## config.mk

```make
export PLATFORM = sky130hd
export DESIGN_NAME = dice_ctrl_flat
export DESIGN_NICKNAME = d
export VERILOG_FILES = /design/src/rtl/dice_pkg.sv /design/src/rtl/dice_if.sv /design/src/rtl/dice_step_timer.sv /design/src/rtl/dice_ctrl.sv /design/src/flat_wrapper.sv
export SDC_FILE = /design/constraint.sdc
export NUM_CORES = 1
export LEC_CHECK = 0
export BUFFER_PORTS_ARGS = -buffer_cell sky130_fd_sc_hd__buf_2
export CAP_MARGIN = 20
export CORE_MARGIN = 2
export CORE_UTILIZATION = 35
export DETAILED_ROUTE_END_ITERATION = 16
export PLACE_DENSITY = 0.59
export SLEW_MARGIN = 15
export SYNTH_ARGS = -nofsm -noshare
export SYNTH_HDL_FRONTEND = slang
export SYNTH_HIERARCHICAL = 1
export SYNTH_SLANG_ARGS = --single-unit
```

## constraint.sdc

```tcl
create_clock -name clk -period 2.79 [get_ports clk]
set_input_delay 0.6975 -clock clk [delete_from_list [all_inputs] [get_ports clk]]
set_output_delay 0.6975 -clock clk [all_outputs]
set_load 0.02 [all_outputs]
```

## src/rtl/dice_pkg.sv

```systemverilog
// Shared types and constants for the electronic dice controller.
// Also holds the face-advance helper used by the control FSM.
package dice_pkg;

    typedef enum logic [1:0] {
        IDLE = 2'd0,
        ROLL = 2'd1,
        SLOW = 2'd2,
        SHOW = 2'd3
    } dice_state_e;

    localparam int unsigned DATA_W = 4;
    localparam int unsigned FACE_W = 3;
    localparam int unsigned DIV_W  = 16;
    localparam int unsigned K_W    = 3;

    localparam logic [FACE_W-1:0] FACE_MIN = 3'd1;
    localparam logic [FACE_W-1:0] FACE_MAX = 3'd6;

    function automatic logic [FACE_W-1:0] next_face(
        input logic [FACE_W-1:0] f
    );
        return (f >= FACE_MAX) ? FACE_MIN : f + 1'b1;
    endfunction

endpackage

```

## src/rtl/dice_if.sv

```systemverilog
// Button in, display digit and status out between the dice
// controller and its surroundings.
interface dice_if;
    import dice_pkg::*;

    logic              btn;
    logic [DATA_W-1:0] data;
    logic              busy;
    logic              done;

    modport master (
        output btn,
        input  data,
        input  busy,
        input  done
    );

    modport slave (
        input  btn,
        output data,
        output busy,
        output done
    );

endinterface

```

## src/rtl/dice_step_timer.sv

```systemverilog
// Face-step divider: ticks once every ROLL_DIV<<k cycles,
// restarting from zero on clear or on its own tick.
module dice_step_timer
    import dice_pkg::*;
#(
    parameter int unsigned ROLL_DIV = 4
) (
    input  logic           clk,
    input  logic           rst,
    input  logic           clear,
    input  logic [K_W-1:0] k,
    output logic           tick
);

    logic [DIV_W-1:0] cnt_q;
    logic [DIV_W-1:0] cnt_d;
    logic [DIV_W-1:0] limit;

    assign limit = DIV_W'(ROLL_DIV) << k;
    assign tick  = ~clear & (cnt_q == limit - 1'b1);

    always_comb begin
        cnt_d = cnt_q + 1'b1;
        if (clear || tick) begin
            cnt_d = '0;
        end
    end

    always_ff @(posedge clk) begin
        if (rst) begin
            cnt_q <= '0;
        end else begin
            cnt_q <= cnt_d;
        end
    end

endmodule

```

## src/rtl/dice_ctrl.sv

```systemverilog
// Dice controller: rolls while the button is held, then slows
// down over a few doubling steps and shows the final face.
module dice_ctrl
    import dice_pkg::*;
#(
    parameter int unsigned ROLL_DIV   = 4,
    parameter int unsigned SLOW_STEPS = 4
) (
    input  logic    clk,
    input  logic    rst,
    dice_if.slave   bus
);

    dice_state_e       state_q, state_d;
    logic [FACE_W-1:0] face_q,  face_d;
    logic [K_W-1:0]    k_q,     k_d;
    logic              btn_q,   btn_d;
    logic              armed_q, armed_d;
    logic [DATA_W-1:0] data_q,  data_d;
    logic              busy_q,  busy_d;
    logic              done_q,  done_d;

    logic rise;
    logic clear;
    logic tick;

    dice_step_timer #(
        .ROLL_DIV (ROLL_DIV)
    ) u_timer (
        .clk   (clk),
        .rst   (rst),
        .clear (clear),
        .k     (k_q),
        .tick  (tick)
    );

    // armed_q stays low after reset until btn is seen low,
    // so a button held through reset never counts as a press
    assign rise = bus.btn & ~btn_q & armed_q;

    always_comb begin
        state_d = state_q;
        face_d  = face_q;
        k_d     = k_q;
        btn_d   = bus.btn;
        armed_d = armed_q | ~bus.btn;
        clear   = 1'b0;
        done_d  = 1'b0;

        unique case (state_q)
            IDLE: begin
                clear = 1'b1;
                if (rise) begin
                    state_d = ROLL;
                    k_d     = '0;
                end
            end
            ROLL: begin
                k_d = '0;
                if (!bus.btn) begin
                    state_d = SLOW;
                    clear   = 1'b1;
                end else if (tick) begin
                    face_d = next_face(face_q);
                end
            end
            SLOW: begin
                // a new press wins over a step expiring together
                if (rise) begin
                    state_d = ROLL;
                    k_d     = '0;
                    clear   = 1'b1;
                end else if (tick) begin
                    face_d = next_face(face_q);
                    if (k_q == K_W'(SLOW_STEPS - 1)) begin
                        state_d = SHOW;
                        done_d  = 1'b1;
                        k_d     = '0;
                    end else begin
                        k_d = k_q + 1'b1;
                    end
                end
            end
            SHOW: begin
                clear = 1'b1;
                if (rise) begin
                    state_d = ROLL;
                end
            end
            default: begin
                state_d = IDLE;
            end
        endcase

        data_d = (state_d == IDLE) ? '0 : DATA_W'(face_d);
        busy_d = (state_d == ROLL) || (state_d == SLOW);
    end

    always_ff @(posedge clk) begin
        if (rst) begin
            state_q <= IDLE;
            face_q  <= FACE_MIN;
            k_q     <= '0;
            btn_q   <= 1'b0;
            armed_q <= 1'b0;
            data_q  <= '0;
            busy_q  <= 1'b0;
            done_q  <= 1'b0;
        end else begin
            state_q <= state_d;
            face_q  <= face_d;
            k_q     <= k_d;
            btn_q   <= btn_d;
            armed_q <= armed_d;
            data_q  <= data_d;
            busy_q  <= busy_d;
            done_q  <= done_d;
        end
    end

    assign bus.data = data_q;
    assign bus.busy = busy_q;
    assign bus.done = done_q;

endmodule

```

## src/flat_wrapper.sv

```systemverilog
// flat-port wrapper written by rule: the top's interface ports become plain ports
module dice_ctrl_flat import dice_pkg::*;
#(
    parameter int unsigned ROLL_DIV   = 4,
    parameter int unsigned SLOW_STEPS = 4
)
  (clk, rst, bus_btn, bus_data, bus_busy, bus_done);
  dice_if bus_i ();
  input  logic clk;
  input  logic rst;
  input wire logic [$bits(bus_i.btn)-1:0] bus_btn;
  output wire logic [$bits(bus_i.data)-1:0] bus_data;
  output wire logic [$bits(bus_i.busy)-1:0] bus_busy;
  output wire logic [$bits(bus_i.done)-1:0] bus_done;
  assign bus_i.btn = bus_btn;
  assign bus_data = bus_i.data;
  assign bus_busy = bus_i.busy;
  assign bus_done = bus_i.done;
  dice_ctrl #(.ROLL_DIV(ROLL_DIV), .SLOW_STEPS(SLOW_STEPS)) u_core (.clk(clk), .rst(rst), .bus(bus_i));
endmodule
```

==> metrics.txt <==
critical path data arrival time 2.88 ns; Post-CTS Repair Setup Buffers 0; per-cell via count in the routed design between 5 and 6; post-synth cell types 53; count of vias placed by the detailed router about 1500; number of nets in the synthesized netlist around 220; maximum ir drop on the vdd rail between 200 and 300 uV; Max Fanout on Critical Path 5; critical path launch point type flop; number of failing setup endpoints in the final timing report 0; share of async-settable or async-resettable flops after synthesis 0%; highest clock rate between 300 and 400 MHz; average wire per standard cell about 12 um; Final TNS setup 0 ns; Die Y roughly 75 um; CTS tree built; num ports 9; Inserted Clock Buffers 5; max-cap violation count 0; number of pins with negative max-slew slack in the final report 0; number of hold violations in the final report 0; I/O Buffers 7; CP Data Required Time a little under 3 ns; drt initial violations slightly above 70; outcome finished, final reports clean; full die area 5693 um2; EDFF count, synth 0; sum of buffers and inverters on the critical path 1; critical path start-end classification reg -> reg; critical path's slowest cell sky130_fd_sc_hd__dfxtp_1; area added between synthesis and finish 15.20%; maximum number of pins on one net before global-route repair 18; First-pass DRT Iterations 4; Post-Synthesis Cells between 200 and 250; maximum single-stage delay on the critical path a little under 0.4 ns; sequential element share of the synthesized area a little over a third; area share of the largest cell type after synthesis 34.73%; most frequently used cell type in the post-synthesis netlist sky130_fd_sc_hd__dfxtp_1; GRT Total Usage 14.26%; number of global-route vias before repair roughly 1400; CP Cell Sequence inv_1 > ha_1 > nand4b_1 > nand2_1 > o21a_1 > and4bb_2 > nand4b_1 > a221oi_1 > o22ai_1 > ha_1 > nor4_1; Antenna diodes 0; mean instance size in the synthesized netlist roughly 8.5 um2; area of the core region 5010 um2; HPWL reported at the end of detailed placement 2711 um; final setup margin approximately 0.1 ns; Residual DRC 0; type of the tightest min-delay check reg -> reg; fraction of final layout cells with drive strength greater than 1 16.89%; post-route fraction of the period consumed by the critical path between 90% and 100%; final instance area about 2100 um2; dominant register cell in the synthesized netlist sky130_fd_sc_hd__dfxtp_1; Synth top cells by count sky130_fd_sc_hd__dfxtp_1 (31), sky130_fd_sc_hd__a21oi_1 (22), sky130_fd_sc_hd__o21ai_0 (14); cell family with the largest share of critical-path delay simple AND/OR/NAND/NOR gates; unrepaired setup endpoints after global routing false; cell taking the most area after synthesis sky130_fd_sc_hd__dfxtp_1; cell area after placement a little under 2000 um2; Routed WL 3663 um; maximum level of the CTS H-tree 2; power density over cell area approximately 530 nW/um2; first-pass GRT wire length between 6000 and 7000 um; number of antenna violations at the first check in global routing 0; Detail Route Antenna Nets 0; number of warnings issued by yosys 6; transition at the pin with the smallest max-transition slack about 0.55 ns; maximum clock path buffer count 2; Static Leak between 0.7 and 0.8 nW; number of filler cells placed in the layout approximately 520; number of synthesized register bits 31; root buffer selected by CTS sky130_fd_sc_hd__clkbuf_8; Clock transition at path regs 0.07 ns; final worst clock skew 0.008330 ns; CTS sink count 31; cell types occupying the most area after synthesis sky130_fd_sc_hd__dfxtp_1 (35%), sky130_fd_sc_hd__ha_1 (6.3%), sky130_fd_sc_hd__a21oi_1 (6.2%); die boundary width 75.45 um; cell row count 26; summed instance area of the synthesized netlist 1787 um2; weighted congestion at the end of routability-driven global placement slightly below 0.9; net count of the finished layout between 200 and 250; element type at the critical path end flop; final critical delay including setup and external delays about 2.7 ns; worst-skew pair later-pin latency approximately 0.28 ns; post-placement setup slack 0.1090 ns; GR Overflow Total 0; starting density of the core a little over a third; Worst slew margin between 60% and 70%
==> sequential cells by signal, summed over array words and instances, names as in the netlist <==
| register | cells |
|---|---|
| u_core/armed_q | 1 |
| u_core/bus.busy | 1 |
| u_core/face_q | 3 |
| u_core/k_q | 3 |
| u_core/state_q | 2 |
| u_core/u_timer/cnt_q | 16 |
| u_core/bus.done | 1 |
| u_core/bus.data | 3 |
| u_core/btn_q | 1 |
==> timing repair <==
item / 4_1_cts / 5_1_grt
setup endpoints to repair: 0 / 1
resized for setup: 0 / 1
hold buffers: 0 / 0
==> report_power, final <==
part           switching, mW  internal [mW]  total, mW
logic                  0.107         0.0686      0.176
registers             0.0137          0.464      0.477
clock network          0.172          0.266      0.437
==> worst paths after layout <==
kind                            cells after the start                             to  slack (ns)                         start
worst max-delay path                               11  u_core/bus.data[0]$_SDFF_PP0_        0.10  u_core/state_q[0]$_SDFF_PP0_
worst min-delay path                                2      u_core/armed_q$_SDFF_PP0_        0.49     u_core/armed_q$_SDFF_PP0_
worst max register to register                     11  u_core/bus.data[0]$_SDFF_PP0_        0.10  u_core/state_q[0]$_SDFF_PP0_
worst min register to register                      2      u_core/armed_q$_SDFF_PP0_        0.49     u_core/armed_q$_SDFF_PP0_
==> worst register-to-register path, cell delays in order (launching register included) <==
cell and delay [ns]:
sky130_fd_sc_hd__dfxtp_1 0.39, sky130_fd_sc_hd__inv_1 0.10, sky130_fd_sc_hd__ha_1 0.26, sky130_fd_sc_hd__nand4b_1 0.14, sky130_fd_sc_hd__nand2_1 0.07, sky130_fd_sc_hd__o21a_1 0.19
sky130_fd_sc_hd__and4bb_2 0.30, sky130_fd_sc_hd__nand4b_1 0.17, sky130_fd_sc_hd__a221oi_1 0.29, sky130_fd_sc_hd__o22ai_1 0.16, sky130_fd_sc_hd__ha_1 0.26, sky130_fd_sc_hd__nor4_1 0.28
==> layer usage <==
| layer | up-vias | track usage [%] | wire [um] |
|---|---|---|---|
| li1 | 801 | - | - |
| met1 | 692 | 17.99 | 1857 |
| met2 | 17 | 23.57 | 1682 |
| met3 | 5 | 4.365 | 95 |
| met4 | 0 | 4.094 | 27 |
| met5 | - | 0 | 0 |
==> final cells by class <==
type                            instances  area, um2  share of cell area, %
Sequential cell                        31      620.6                  30.15
Clock inverter                          3      43.79                  2.128
Timing Repair Buffer                   19      125.1                  6.079
Clock buffer                            5      68.82                  3.343
Inverter                               11      41.29                  2.006
Multi-Input combinational cell        156       1071                  52.04
Tap cell                               70      87.58                  4.255
==> cells in the final DEF, fill, tap and decap left out, types with 3 or more instances in the layout <==
cell                       instances
sky130_fd_sc_hd__nor4_1            6
sky130_fd_sc_hd__a21oi_1          22
sky130_fd_sc_hd__nand2_1          12
sky130_fd_sc_hd__dfxtp_1          31
sky130_fd_sc_hd__buf_2             7
sky130_fd_sc_hd__nand3_1           8
sky130_fd_sc_hd__or3_1             4
sky130_fd_sc_hd__nand4_1           5
sky130_fd_sc_hd__buf_4            12
sky130_fd_sc_hd__ha_1              9
sky130_fd_sc_hd__o21ai_0          14
sky130_fd_sc_hd__nor4b_1           3
sky130_fd_sc_hd__o21a_1            4
sky130_fd_sc_hd__xnor2_1           6
sky130_fd_sc_hd__nor2_1           11
sky130_fd_sc_hd__clkbuf_8          5
sky130_fd_sc_hd__inv_1            11
sky130_fd_sc_hd__nor3_1            7
sky130_fd_sc_hd__nor2b_1           3
==> per-stage QoR <==
stage          hold slack (ns)  cells  util (%)  total power [mW]
6_report                0.4884    295     41.08             1.090
5_1_grt                 0.5380    295     41.08             1.145
4_1_cts                 0.4891    295     40.96             1.108
3_5_place_dp            0.4772    287     38.71            0.6619
3_3_place_gp            0.4739    287     38.71            0.6627
2_1_floorplan           0.4347    209         -            0.6148
==> logic make-up after synthesis <==
kind of cell	count (synthesis)	synth area share, %
adders and majority gates	9	6.303
muxes	1	1.260
AOI/OAI and AO/OA	60	21.99
xor gates and xnor gates	8	3.922
buffers and inverters	22	5.672
DFF	31	34.73
and+or+nand+nor	77	25.91
other	1	0.2099
No activity file was read; power rests on OpenSTA's default activity.
